<file path="src/rtl/sort_sched_pkg.sv">
// Shared types and constants for the sort scheduler: sequencer states,
// the LOAD hold length and the requester-index width helper.
package sort_sched_pkg;

    typedef enum logic [1:0] {
        IDLE = 2'd0,
        LOAD = 2'd1,
        RUN  = 2'd2,
        RESP = 2'd3
    } state_e;

    localparam int LOAD_CYCLES = 2;

    function automatic int id_w(input int r);
        return (r > 1) ? $clog2(r) : 1;
    endfunction

endpackage

</file>
<file path="src/rtl/sort_sched_rr_arbiter.sv">
// Combinational round-robin priority: the first requester found searching
// circularly upward from ptr+1 wins, reported one-hot and encoded.
module rr_arbiter
    import sort_sched_pkg::*;
#(
    parameter int R  = 2,
    parameter int IW = id_w(R)
) (
    input  logic [R-1:0]  req,
    input  logic [IW-1:0] ptr,
    output logic [R-1:0]  grant,
    output logic [IW-1:0] idx
);

    function automatic logic [IW-1:0] rot_idx(input logic [IW-1:0] p, input int off);
        int s;
        s = (int'(p) + off) % R;
        return IW'(s);
    endfunction

    // Scan from the farthest offset down so the nearest requester overwrites last.
    always_comb begin
        grant = '0;
        idx   = '0;
        for (int off = R; off >= 1; off--) begin
            if (req[rot_idx(ptr, off)]) begin
                grant                   = '0;
                grant[rot_idx(ptr, off)] = 1'b1;
                idx                     = rot_idx(ptr, off);
            end
        end
    end

endmodule

</file>
<file path="src/rtl/sort_sched.sv">
// Shares one Sort engine among R requesters: round-robin grant, operand latch,
// load/run sequencing of the sorter with a run-time watchdog, tagged response.
module sort_sched
    import sort_sched_pkg::*;
#(
    parameter int N       = 3,
    parameter int R       = 2,
    parameter int TIMEOUT = 255
) (
    input  logic                 clk,
    input  logic                 rst,
    input  logic [R-1:0]         req_valid,
    input  logic [R*4*N-1:0]     req_data,
    output logic [R-1:0]         req_ready,
    output logic                 sort_rst,
    output logic [N-1:0]         sort_x0,
    output logic [N-1:0]         sort_x1,
    output logic [N-1:0]         sort_x2,
    output logic [N-1:0]         sort_x3,
    input  logic                 sort_done,
    input  logic [N-1:0]         sort_s0,
    input  logic [N-1:0]         sort_s1,
    input  logic [N-1:0]         sort_s2,
    input  logic [N-1:0]         sort_s3,
    output logic                 resp_valid,
    input  logic                 resp_ready,
    output logic [id_w(R)-1:0]   resp_id,
    output logic [4*N-1:0]       resp_s,
    output logic                 resp_err,
    output logic                 busy
);

    localparam int IW = id_w(R);
    localparam int CW = $clog2(TIMEOUT + 1);
    localparam int LW = (LOAD_CYCLES > 1) ? $clog2(LOAD_CYCLES) : 1;

    localparam logic [CW-1:0] TO_LAST   = CW'(TIMEOUT - 1);
    localparam logic [LW-1:0] LOAD_LAST = LW'(LOAD_CYCLES - 1);
    localparam logic [IW-1:0] PTR_RST   = IW'(R - 1);

    state_e          state_q, state_d;
    logic [IW-1:0]   ptr_q,   ptr_d;
    logic [IW-1:0]   id_q,    id_d;
    logic [4*N-1:0]  x_q,     x_d;
    logic [4*N-1:0]  s_q,     s_d;
    logic            err_q,   err_d;
    logic [CW-1:0]   tcnt_q,  tcnt_d;
    logic [LW-1:0]   lcnt_q,  lcnt_d;

    logic [R-1:0]    arb_grant;
    logic [IW-1:0]   arb_idx;

    rr_arbiter #(
        .R  (R),
        .IW (IW)
    ) u_arb (
        .req   (req_valid),
        .ptr   (ptr_q),
        .grant (arb_grant),
        .idx   (arb_idx)
    );

    always_ff @(posedge clk or negedge rst) begin
        if (!rst) begin
            state_q <= IDLE;
            ptr_q   <= PTR_RST;
            id_q    <= '0;
            x_q     <= '0;
            s_q     <= '0;
            err_q   <= 1'b0;
            tcnt_q  <= '0;
            lcnt_q  <= '0;
        end else begin
            state_q <= state_d;
            ptr_q   <= ptr_d;
            id_q    <= id_d;
            x_q     <= x_d;
            s_q     <= s_d;
            err_q   <= err_d;
            tcnt_q  <= tcnt_d;
            lcnt_q  <= lcnt_d;
        end
    end

    always_comb begin
        state_d   = state_q;
        ptr_d     = ptr_q;
        id_d      = id_q;
        x_d       = x_q;
        s_d       = s_q;
        err_d     = err_q;
        tcnt_d    = tcnt_q;
        lcnt_d    = lcnt_q;
        req_ready = '0;

        case (state_q)
            IDLE: begin
                req_ready = arb_grant;
                if (|arb_grant) begin
                    x_d     = req_data[int'(arb_idx)*4*N +: 4*N];
                    id_d    = arb_idx;
                    ptr_d   = arb_idx;
                    lcnt_d  = '0;
                    state_d = LOAD;
                end
            end
            LOAD: begin
                if (lcnt_q == LOAD_LAST) begin
                    tcnt_d  = '0;
                    state_d = RUN;
                end else begin
                    lcnt_d = lcnt_q + 1'b1;
                end
            end
            RUN: begin
                // A done arriving on the final allowed cycle still counts as success.
                if (sort_done) begin
                    s_d     = {sort_s3, sort_s2, sort_s1, sort_s0};
                    err_d   = 1'b0;
                    state_d = RESP;
                end else if (tcnt_q == TO_LAST) begin
                    tcnt_d  = tcnt_q + 1'b1;
                    s_d     = '0;
                    err_d   = 1'b1;
                    state_d = RESP;
                end else begin
                    tcnt_d = tcnt_q + 1'b1;
                end
            end
            RESP: begin
                if (resp_ready) begin
                    state_d = IDLE;
                end
            end
            default: begin
                state_d = IDLE;
            end
        endcase
    end

    assign sort_rst   = (state_q != RUN);
    assign busy       = (state_q != IDLE);
    assign resp_valid = (state_q == RESP);
    assign resp_id    = id_q;
    assign resp_s     = s_q;
    assign resp_err   = err_q;

    assign sort_x0 = x_q[0*N +: N];
    assign sort_x1 = x_q[1*N +: N];
    assign sort_x2 = x_q[2*N +: N];
    assign sort_x3 = x_q[3*N +: N];

endmodule

</file>
<file path="config.mk">
export PLATFORM = sky130hd
export DESIGN_NAME = sort_sched
export DESIGN_NICKNAME = d
export VERILOG_FILES = /design/src/rtl/sort_sched_pkg.sv /design/src/rtl/sort_sched_rr_arbiter.sv /design/src/rtl/sort_sched.sv
export SDC_FILE = /design/constraint.sdc
export NUM_CORES = 1
export LEC_CHECK = 0
export CAP_MARGIN = 25
export CORE_MARGIN = 2
export CORE_UTILIZATION = 45
export CTS_CLUSTER_SIZE = 14
export DETAILED_ROUTE_END_ITERATION = 10
export GPL_ROUTABILITY_DRIVEN = 0
export GPL_TIMING_DRIVEN = 0
export PLACE_DENSITY = 0.8
export SYNTH_ARGS = -nofsm -noshare
export SYNTH_HDL_FRONTEND = slang
export SYNTH_SLANG_ARGS = --single-unit
</file>
<file path="constraint.sdc">
create_clock -name clk -period 2.2 [get_ports clk]
set_input_delay 0.44 -clock clk [delete_from_list [all_inputs] [get_ports clk]]
set_output_delay 0.44 -clock clk [all_outputs]
set_load 0.01 [all_outputs]
</file>
==> Word-level counts from Yosys, hierarchy flattened <==
Cells that the tools add are included.
{ "totals": {"reg_bits": 38, "inputBits": 42, "output_inout_bits": 31, "word_cells": 70} }
{ "op_classes": {"addsub": 4, "multipliers": 1, "n_lt_le_gt_ge": 4, "n_eq_ne": 10, "shift": 1, "muxes": 29, "reduce_logical": 13} }
{ "ops": {"columns": ["cell", "count"], "rows": [
  ["two-way mux 12 bit", 2],
  ["variable part select 24 x 6 -> 12 bit", 1],
  ["two-way mux 2 bit", 8],
  ["two-way mux 8 bit", 2],
  ["one-hot mux 8 bit (2 select lines)", 1],
  ["two-way mux 1 bit", 12],
  ["adder 8 x 1 -> 8 bit (second input constant)", 1],
  ["== test 8 bit (second input constant)", 1],
  ["inequality test 2 bit (second input constant)", 4],
  ["one-hot mux 2 bit (4 select lines)", 1],
  ["nonzero test 2 bit", 4],
  ["AND reduction 2 bit", 3],
  ["== test 2 bit (second input constant)", 2],
  ["< comparator 1 x 2 -> 1 bit (second input constant)", 2],
  ["AND reduction 4 bit", 1],
  ["adder 1 bit (second input constant)", 3],
  ["multiplier 1 x 2 -> 3 bit (second input constant)", 1],
  ["inequality test 3 bit (second input constant)", 1],
  ["AND reduction 3 bit", 1],
  ["demux 1 bit (select 1 bit)", 2],
  ["== test 2 x 1 -> 1 bit (second input constant)", 1],
  [">= comparator 1 bit (second input constant)", 2],
  ["logical AND 1 bit", 2],
  ["logical NOT 2 bit", 1],
  ["other kinds (3)", 3]
]} }

==> Logic depth before layout (Yosys ltp) <==
Gate-level depths: netlist of the first run.
{ "logic_depth": {"word_depth": 10, "ltp_mapped": 7} }

==> Cells and area by module <==
From an unflattened synthesis of the first run, not the netlist that was laid out.
{ "unflattened": {"hier_cells": 171, "hier_area_um2": 1834.3} }
{ "by_module_without_submodules": {"columns": ["mod", "n_inst", "cells_per_inst", "area_each_um2"], "rows": [
  ["sort_sched", 1, 167, 1808.0],
  ["rr_arbiter", 1, 4, 26.3]
]} }

==> Worst setup path after synthesis of the first run <==
OpenSTA, ideal clock, no wires.
{ "synth_path": {"kind": "register to output", "start": "register state_q[0]", "end": "output sort_rst", "arrival_time_ns": 1.248, "required_ns": 1.760, "path_slack_ns": 0.512, "path_stages_with_launch": 6, "n_path_buf": 2, "path_cell_list": "dfrtp_1 inv_1 ha_1 buf_2 inv_1 clkbuf_1"} }
{ "synth_between": {"elab_chain_len": 1} }
{ "synth_rtl": {"columns": ["element", "line_no", "rtl"], "rows": [
  ["start: declaration", "sort_sched.sv:41", "state_e state_q, state_d;"],
  ["start signal: assignment", "sort_sched.sv:74", "state_q <= state_d;"],
  ["inequality test 2 bit", "sort_sched.sv:141", "assign sort_rst = (state_q != RUN);"],
  ["end: declaration", "sort_sched.sv:15", "output logic sort_rst,"]
]} }
Every way passes these cells.

==> Final worst setup path of the first run <==
{ "layout_path": {"start": "register state_q[1]", "end": "output req_ready[1]"} }
{ "layout_between": {"elab_chain_len": 2} }
{ "layout_rtl": {"columns": ["element", "line_no", "rtl"], "rows": [
  ["logical NOT 2 bit", "sort_sched.sv:96", "case (state_q)"],
  ["two-way mux 2 bit", "sort_sched.sv:96", null],
  ["end: declaration", "sort_sched.sv:14", "output logic [R-1:0] req_ready,"]
]} }
Every way passes these cells.

==> metrics.cfg, run 1 <==
[clock_network]
htree_levels = 2
worst_skew_pair.late_latency_ns = 0.29
cts-buffers-inserted = 5
clockRootBuffer = clkbuf_8
clock_sinks = 38
path_clk_slew_ns = 0.09
hold_buffers = 0
cts_tree = built
ctsLongestPathBuffers = 2

[worst_setup_path]
r2r_end = tcnt_q[4]
worstSetupPathType = reg -> out
regToRegSetupSlack_ns = 0.41
crit_slowest_cell = clkdlybuf4s50_1
crit_path_max_incr_delay_ns = 0.53
rr_startpoint = state_q[0]
r2r_cells = 6
cp-startpoint = state_q[1]
cp.arrival_ns = 1.68
crit_path_cell_trace = inv_2 > ha_4 > and2_1 > clkdlybuf4s50_1
end_kind = output pin
crit_required_ns = 1.76
critPathLaunchType = flop
cp_max_fo = 7

[floorplan]
die_area_um2 = 5170
io_pins = 73
rows = 24
chipWidth_um = 71.9
initial_core_util_pct = 47.3
die_h_um = 71.9
core_area_um2 = 4380

[run_status]
status = finished clean

[power]
power_w = 0.00357
swShare_pct = 36.2
peakVddDrop_v = 0.000680
p_seq_share_pct = 33.0
powerDensity_nw_per_um2 = 1180
combPwrFrac_pct = 50.2
switchingPower_w = 0.00129
pwr-share-clk_pct = 16.8
intPower_w = 0.00228
p_leak_nw = 1.30

[drt]
drtAntennaViolNets = 0
drc = 0
first_pass_iters = 4
via_count = 1865
drtIter0Drc = 110
wl_mm = 5.28
routedWlPerCell_um = 15.4
viasPerCell = 5.44

[yosys]
synth-edff-count = 0
netlist.area_leader.share_pct = 44.6
synth_flop_cell = dfrtp_1
synth_top_cell_by_area = dfrtp_1
synth_warnings = 0
synth_area_um2 = 2070
synthCells = 208
ys_async_sr_fraction_pct = 100
synth_area_leaders = dfrtp_1 (45%), mux2i_1 (7.7%), a221o_1 (5.8%), nand2b_1 (5.7%), ha_1 (4.2%)
ys_seq_elements = 38
yosysUniqueCellTypes = 38
synth_nets = 257
avgSynthCellArea_um2 = 9.97
seq_area_frac_synth_pct = 45.9

[global_routing]
grt-ovfl-total = 0
groute.layer.met1.usage_pct = 31.5
grt_use_total_pct = 22.2
met3_usage_pct = 5.00
use_met2_pct = 35.6
globalRoute.busiestLayer = met2
grt_pass1_vias = 1911
grt_pass1_wl_mm = 9.24
grt_max_degree = 39
antenna_found_initial = 0

[cells_and_area]
drive_above_1_share_pct = 10.3
syn2layout_area_growth_pct = 46.3
final_cells = 343
antennaDiodeCount = 0
nNetsFinal = 339

[timing]
whs_ns = 0.240
max_freq_ghz = 0.472
rsz0062_at_grt = false
slew_headroom_pct = 45.1
min_period_ns = 2.12
layout_worst_path_cycle_share_pct = 96.4
skew_ns = 0.00950
slew_viol_final = 0
hold_viol_final = 0
finalSetupViolCount = 0
worst_slew_pin_slew_ns = 0.823

[worst_hold_path]
hold_path_class = in -> async

[placement]
dp_cells = 332
dp_hpwl_mm = 3.75
port_buffers = 72

[job]
cap_violations = 0

==> worst max path at each step <==
| stage | cells after the start | end | slack (ns) |
|---|---|---|---|
| after detailed placement | 4 | req_ready[1] | -0.39 |
| final | 4 | req_ready[1] | 0.08 |
| after global placement | 4 | req_ready[1] | -0.41 |
| after global routing | 4 | req_ready[1] | 0.02 |
| after CTS | 5 | sort_rst | 0.0006 |
| after floorplan | 5 | sort_rst | 0.51 |
==> cell usage in the layout (no fill, tap or decap), types with 5 or more instances in the layout <==
| cell type | instances |
|---|---|
| buf_4 | 5 |
| mux2i_1 | 16 |
| a221o_1 | 12 |
| clkdlybuf4s50_1 | 67 |
| nand2b_1 | 19 |
| o21ai_0 | 16 |
| clkbuf_8 | 5 |
| nand3_1 | 5 |
| nand2_1 | 21 |
| dfrtp_1 | 37 |
| ha_1 | 5 |
| a21oi_1 | 14 |
==> synthesized netlist by cell type, types with 2 or more instances <==
master and count:
a21oi_1 14, a221o_1 12, a22o_1 3, and2_1 4, buf_2 4, buf_6 2, clkbuf_1 4, clkbuf_2 2
dfrtp_1 37, ha_1 7, inv_1 5, mux2i_1 16, nand2_1 21, nand2b_1 19, nand3_1 5, nand3b_1 2
nand4_1 3, nor2_1 4, nor2b_1 3, nor4_1 3, o211ai_1 2, o21ai_0 16, o31ai_1 4, or4_1 2
==> per-layer routing <==
metal | up-vias | wire (µm)
met5 | - | 0
met4 | 0 | 16
met3 | 2 | 445
met2 | 82 | 2350
met1 | 858 | 2470
li1 | 923 | -
==> cell type report <==
type,count,area [µm²]
Timing Repair Buffer,76,748
Clock buffer,5,68.8
Tap cell,52,65.1
Inverter,5,22.5
Multi-Input combinational cell,152,1050
Buffer,12,77.6
Sequential cell,38,952
Clock inverter,3,45.0
Fill cell,361,1350
==> state kept, by name, summed over array words and instances, names as in the netlist <==
| register | flops |
|---|---|
| resp_s | 12 |
| x_q | 12 |
| tcnt_q | 8 |
| state_q | 2 |
| lcnt_q | 1 |
| ptr_q | 1 |
| resp_err | 1 |
| resp_id | 1 |
==> worst max-delay path, delay by kind of cell (launching register included) <==
family / cells / cell delay, ns
adders and majority gates: 1 / 0.17
buffers and inverters: 2 / 0.65
DFF: 1 / 0.43
and+or+nand+nor: 1 / 0.14
==> power groups by stage <==
| stage | Combinational (W) | Clock, W | Sequential, W |
|---|---|---|---|
| global route | 0.00199 | 0.000628 | 0.00122 |
| detailed placement | 0.00169 | 0 | 0.00119 |
| floorplan | 0.000833 | 0 | 0.00125 |
| finish | 0.00179 | 0.000598 | 0.00118 |
| CTS | 0.00180 | 0.000601 | 0.00118 |
| global placement | 0.00165 | 0 | 0.00118 |
==> metrics by stage <==
step / setup WS, ns / util, % / area [µm²] / setup TNS [ns]
floorplan: 0.512 / - / 2070 / 0
global placement: -0.406 / 65.2 / 2860 / -9.52
detailed placement: -0.388 / 65.1 / 2860 / -0.703
CTS: 0.000588 / 69.1 / 3030 / 0
global route: 0.0192 / 69.2 / 3030 / 0
finish: 0.0795 / 69.2 / 3030 / 0
==> kinds of logic after synthesis <==
family / Yosys count / share of synthesized area [%]
AO/OA/AOI/OAI: 57 / 18.6
buffers and inverters: 18 / 4.52
AND/OR/NAND/NOR: 72 / 19.0
adder cells (fa/ha/maj): 7 / 4.22
flip-flops: 38 / 45.9
multiplexers: 16 / 7.72
==> what timing repair did <==
item | 4_1_cts | 5_1_grt
pin swaps | 0 | 0
setup endpoints to repair | 3 | 2
resized for setup | 12 | 2
setup buffers | 4 | 0
Note: power is estimated with default switching activity, not from simulation.
==> inputs of run 2 (changes only) <==
--- a/config.mk
+++ b/config.mk
@@ -7,12 +7,13 @@
 export LEC_CHECK = 0
 export CAP_MARGIN = 25
 export CORE_MARGIN = 2
-export CORE_UTILIZATION = 45
+export CORE_UTILIZATION = 43
 export CTS_CLUSTER_SIZE = 14
 export DETAILED_ROUTE_END_ITERATION = 10
 export GPL_ROUTABILITY_DRIVEN = 0
 export GPL_TIMING_DRIVEN = 0
-export PLACE_DENSITY = 0.8
+export PLACE_DENSITY = 0.79
 export SYNTH_ARGS = -nofsm -noshare
 export SYNTH_HDL_FRONTEND = slang
+export SYNTH_HIERARCHICAL = 1
 export SYNTH_SLANG_ARGS = --single-unit
==> metrics.cfg, run 2 <==
[run_status]
status = finished clean

[timing]
worst_slew_pin_slew_ns = 0.836
finalSetupViolCount = 0
min_period_ns = 2.09
hold_viol_final = 0
max_freq_ghz = 0.478
skew_ns = 0.00504
rsz0062_at_grt = false
slew_viol_final = 0
layout_worst_path_cycle_share_pct = 95.0
slew_headroom_pct = 44.3

[yosys]
synthSimpleGateAreaFrac_pct = 11.3
synth_warnings = 6
seq_area_frac_synth_pct = 51.9
synth_area_leaders = dfrtp_1 (50%), mux2i_1 (7.6%), a22o_1 (6.2%), ha_1 (4.8%), o21ai_0 (4.4%)
synthCells = 171
synth_top_cell_by_area = dfrtp_1
avgSynthCellArea_um2 = 10.7
ys_top_cells_by_count = dfrtp_1 (37), nand2_1 (20), o21ai_0 (16), mux2i_1 (14), a22o_1 (13)
synth.most_common_cell = dfrtp_1
synth-edff-count = 0
ys_seq_elements = 38
synth_nets = 220
synth_area_um2 = 1830
synth_top_family_by_area = compound AO/OA/AOI/OAI gates
synth_xor_area_share_pct = 0.955
synth.area.mux_share_pct = 8.25
yosysUniqueCellTypes = 39
synth_compound_area_share_pct = 18.0
synth_fa_ha_area_share_pct = 4.77
synth_flop_cell = dfrtp_1
ys_async_sr_fraction_pct = 100
netlist.area_leader.share_pct = 50.5

[clock_network]
cts-buffers-inserted = 5
path_clk_slew_ns = 0.08
ctsLongestPathBuffers = 2
cts_tree = built
clock_sinks = 38
htree_levels = 2
worst_skew_pair.late_latency_ns = 0.29
clockRootBuffer = clkbuf_8

[cells_and_area]
fin_util_pct = 67.5
syn2layout_area_growth_pct = 49.4
antennaDiodeCount = 0
drive_above_1_share_pct = 9.13
final_cell_mix = clkdlybuf4s50_1 (67), dfrtp_1 (37), nand2_1 (20)
nNetsFinal = 300
mostFrequentLayoutCell = clkdlybuf4s50_1

[worst_setup_path]
critPathLaunchType = input pin
cp.arrival_ns = 1.65
crit_family = buffers and inverters
crit_slowest_cell = clkdlybuf4s50_1
cp_max_fo = 4
crit_required_ns = 1.76
crit_path_cell_trace = clkdlybuf4s50_1 > a21boi_4 > and2_1 > dlygate4sd2_1
end_kind = output pin
r2r_cells = 6
crit_path_max_incr_delay_ns = 0.54
r2r_end = state_q[1]
rr_startpoint = state_q[0]
regToRegSetupSlack_ns = 0.20
worstSetupPathType = in -> out
cp.buffers_inverters = 2

[placement]
dp_hpwl_mm = 3.20
port_buffers = 72

[drt]
drtIter0Drc = 75
routedWlPerCell_um = 14.5
wl_mm = 4.37
viasPerCell = 5.24
drc = 0
via_count = 1581
first_pass_iters = 4
drtAntennaViolNets = 0

[global_routing]
grt_pass1_vias = 1574
met3_usage_pct = 7.70
grt_pass1_wl_mm = 7.51
groute.layer.met1.usage_pct = 24.5
globalRoute.busiestLayer = met2
grt-ovfl-total = 0
use_met2_pct = 31.4
grt_use_total_pct = 19.4
antenna_found_initial = 0
grt_max_degree = 39

[floorplan]
rows = 23
initial_core_util_pct = 45.2
chipWidth_um = 69.3
die_h_um = 69.3
die_area_um2 = 4800
io_pins = 73
core_area_um2 = 4060

[worst_hold_path]
hold_path_class = in -> async

[job]
cap_violations = 0

[power]
peakVddDrop_v = 0.000579
p_leak_nw = 1.25
power_w = 0.00334
powerDensity_nw_per_um2 = 1220

[run 2: cell type report]
cell class              count  area (µm²)
flip-flops and latches     38         952
well taps                  50        62.6
clock inverters             2        12.5
multi-input cells         115         820
plain buffers               9        55.1
inverters                   9        33.8
clock buffers               6        82.6
repair buffers             73         722
fillers                   319        1320
[run 2: where the power goes]
part | total, W | switching, W | internal (W)
Combinational | 0.00166 | 0.000748 | 0.000908
Clock | 0.000505 | 0.000253 | 0.000252
Sequential | 0.00118 | 0.000191 | 0.000989
[run 2: kinds of logic (layout without fill, tap and decap cells)]
| logic type | count (synthesis) | in the layout |
|---|---|---|
| AND/OR/NAND/NOR | 42 | 42 |
| flip-flops | 38 | 38 |
| multiplexers | 15 | 15 |
| adder cells (fa/ha/maj) | 7 | 7 |
| XOR/XNOR | 2 | 2 |
| buffers and inverters | 18 | 99 |
| AO/OA/AOI/OAI | 49 | 49 |
[run 2: timing repair]
action                                  4_1_cts  5_1_grt
hold buffers                                  0        0
endpoints found under the hold margin         0        0
buffers inserted                              1        0
gates resized for setup                       6        3
endpoints found under the setup margin        3       15
[run 2: metal layers]
layer  up-vias  share of wire, %  wire length [µm]
met1       743                43              1880
li1        767                 -                 -
met4         0              0.62                27
met5         -                 0                 0
met2        67                48              2080
met3         4               8.8               384
[run 2: how the worst max path moves through the flow]
stage	from	endpoint	cells past startpoint
2_1_floorplan	state_q[0]	tcnt_q[7]	8
3_3_place_gp	rst	x_q[5]	1
3_5_place_dp	req_valid[0]	x_q[7]	6
4_1_cts	req_valid[1]	x_q[7]	6
5_1_grt	state_q[0]	busy	4
6_report	req_valid[0]	req_ready[0]	4
[run 2: per-stage QoR]
step	hold WS, ns	TNS [ns]	cells	worst slack, ns	instance area, µm²
after floorplan	0.144	0	171	0.338	1830
after detailed placement	0.462	-2.04	293	-0.159	2610
after global placement	0.457	-8.76	293	-0.204	2620
after global routing	0.321	0	302	0.0208	2740
final	0.237	0	302	0.110	2740
after CTS	0.279	0	302	0.0734	2730
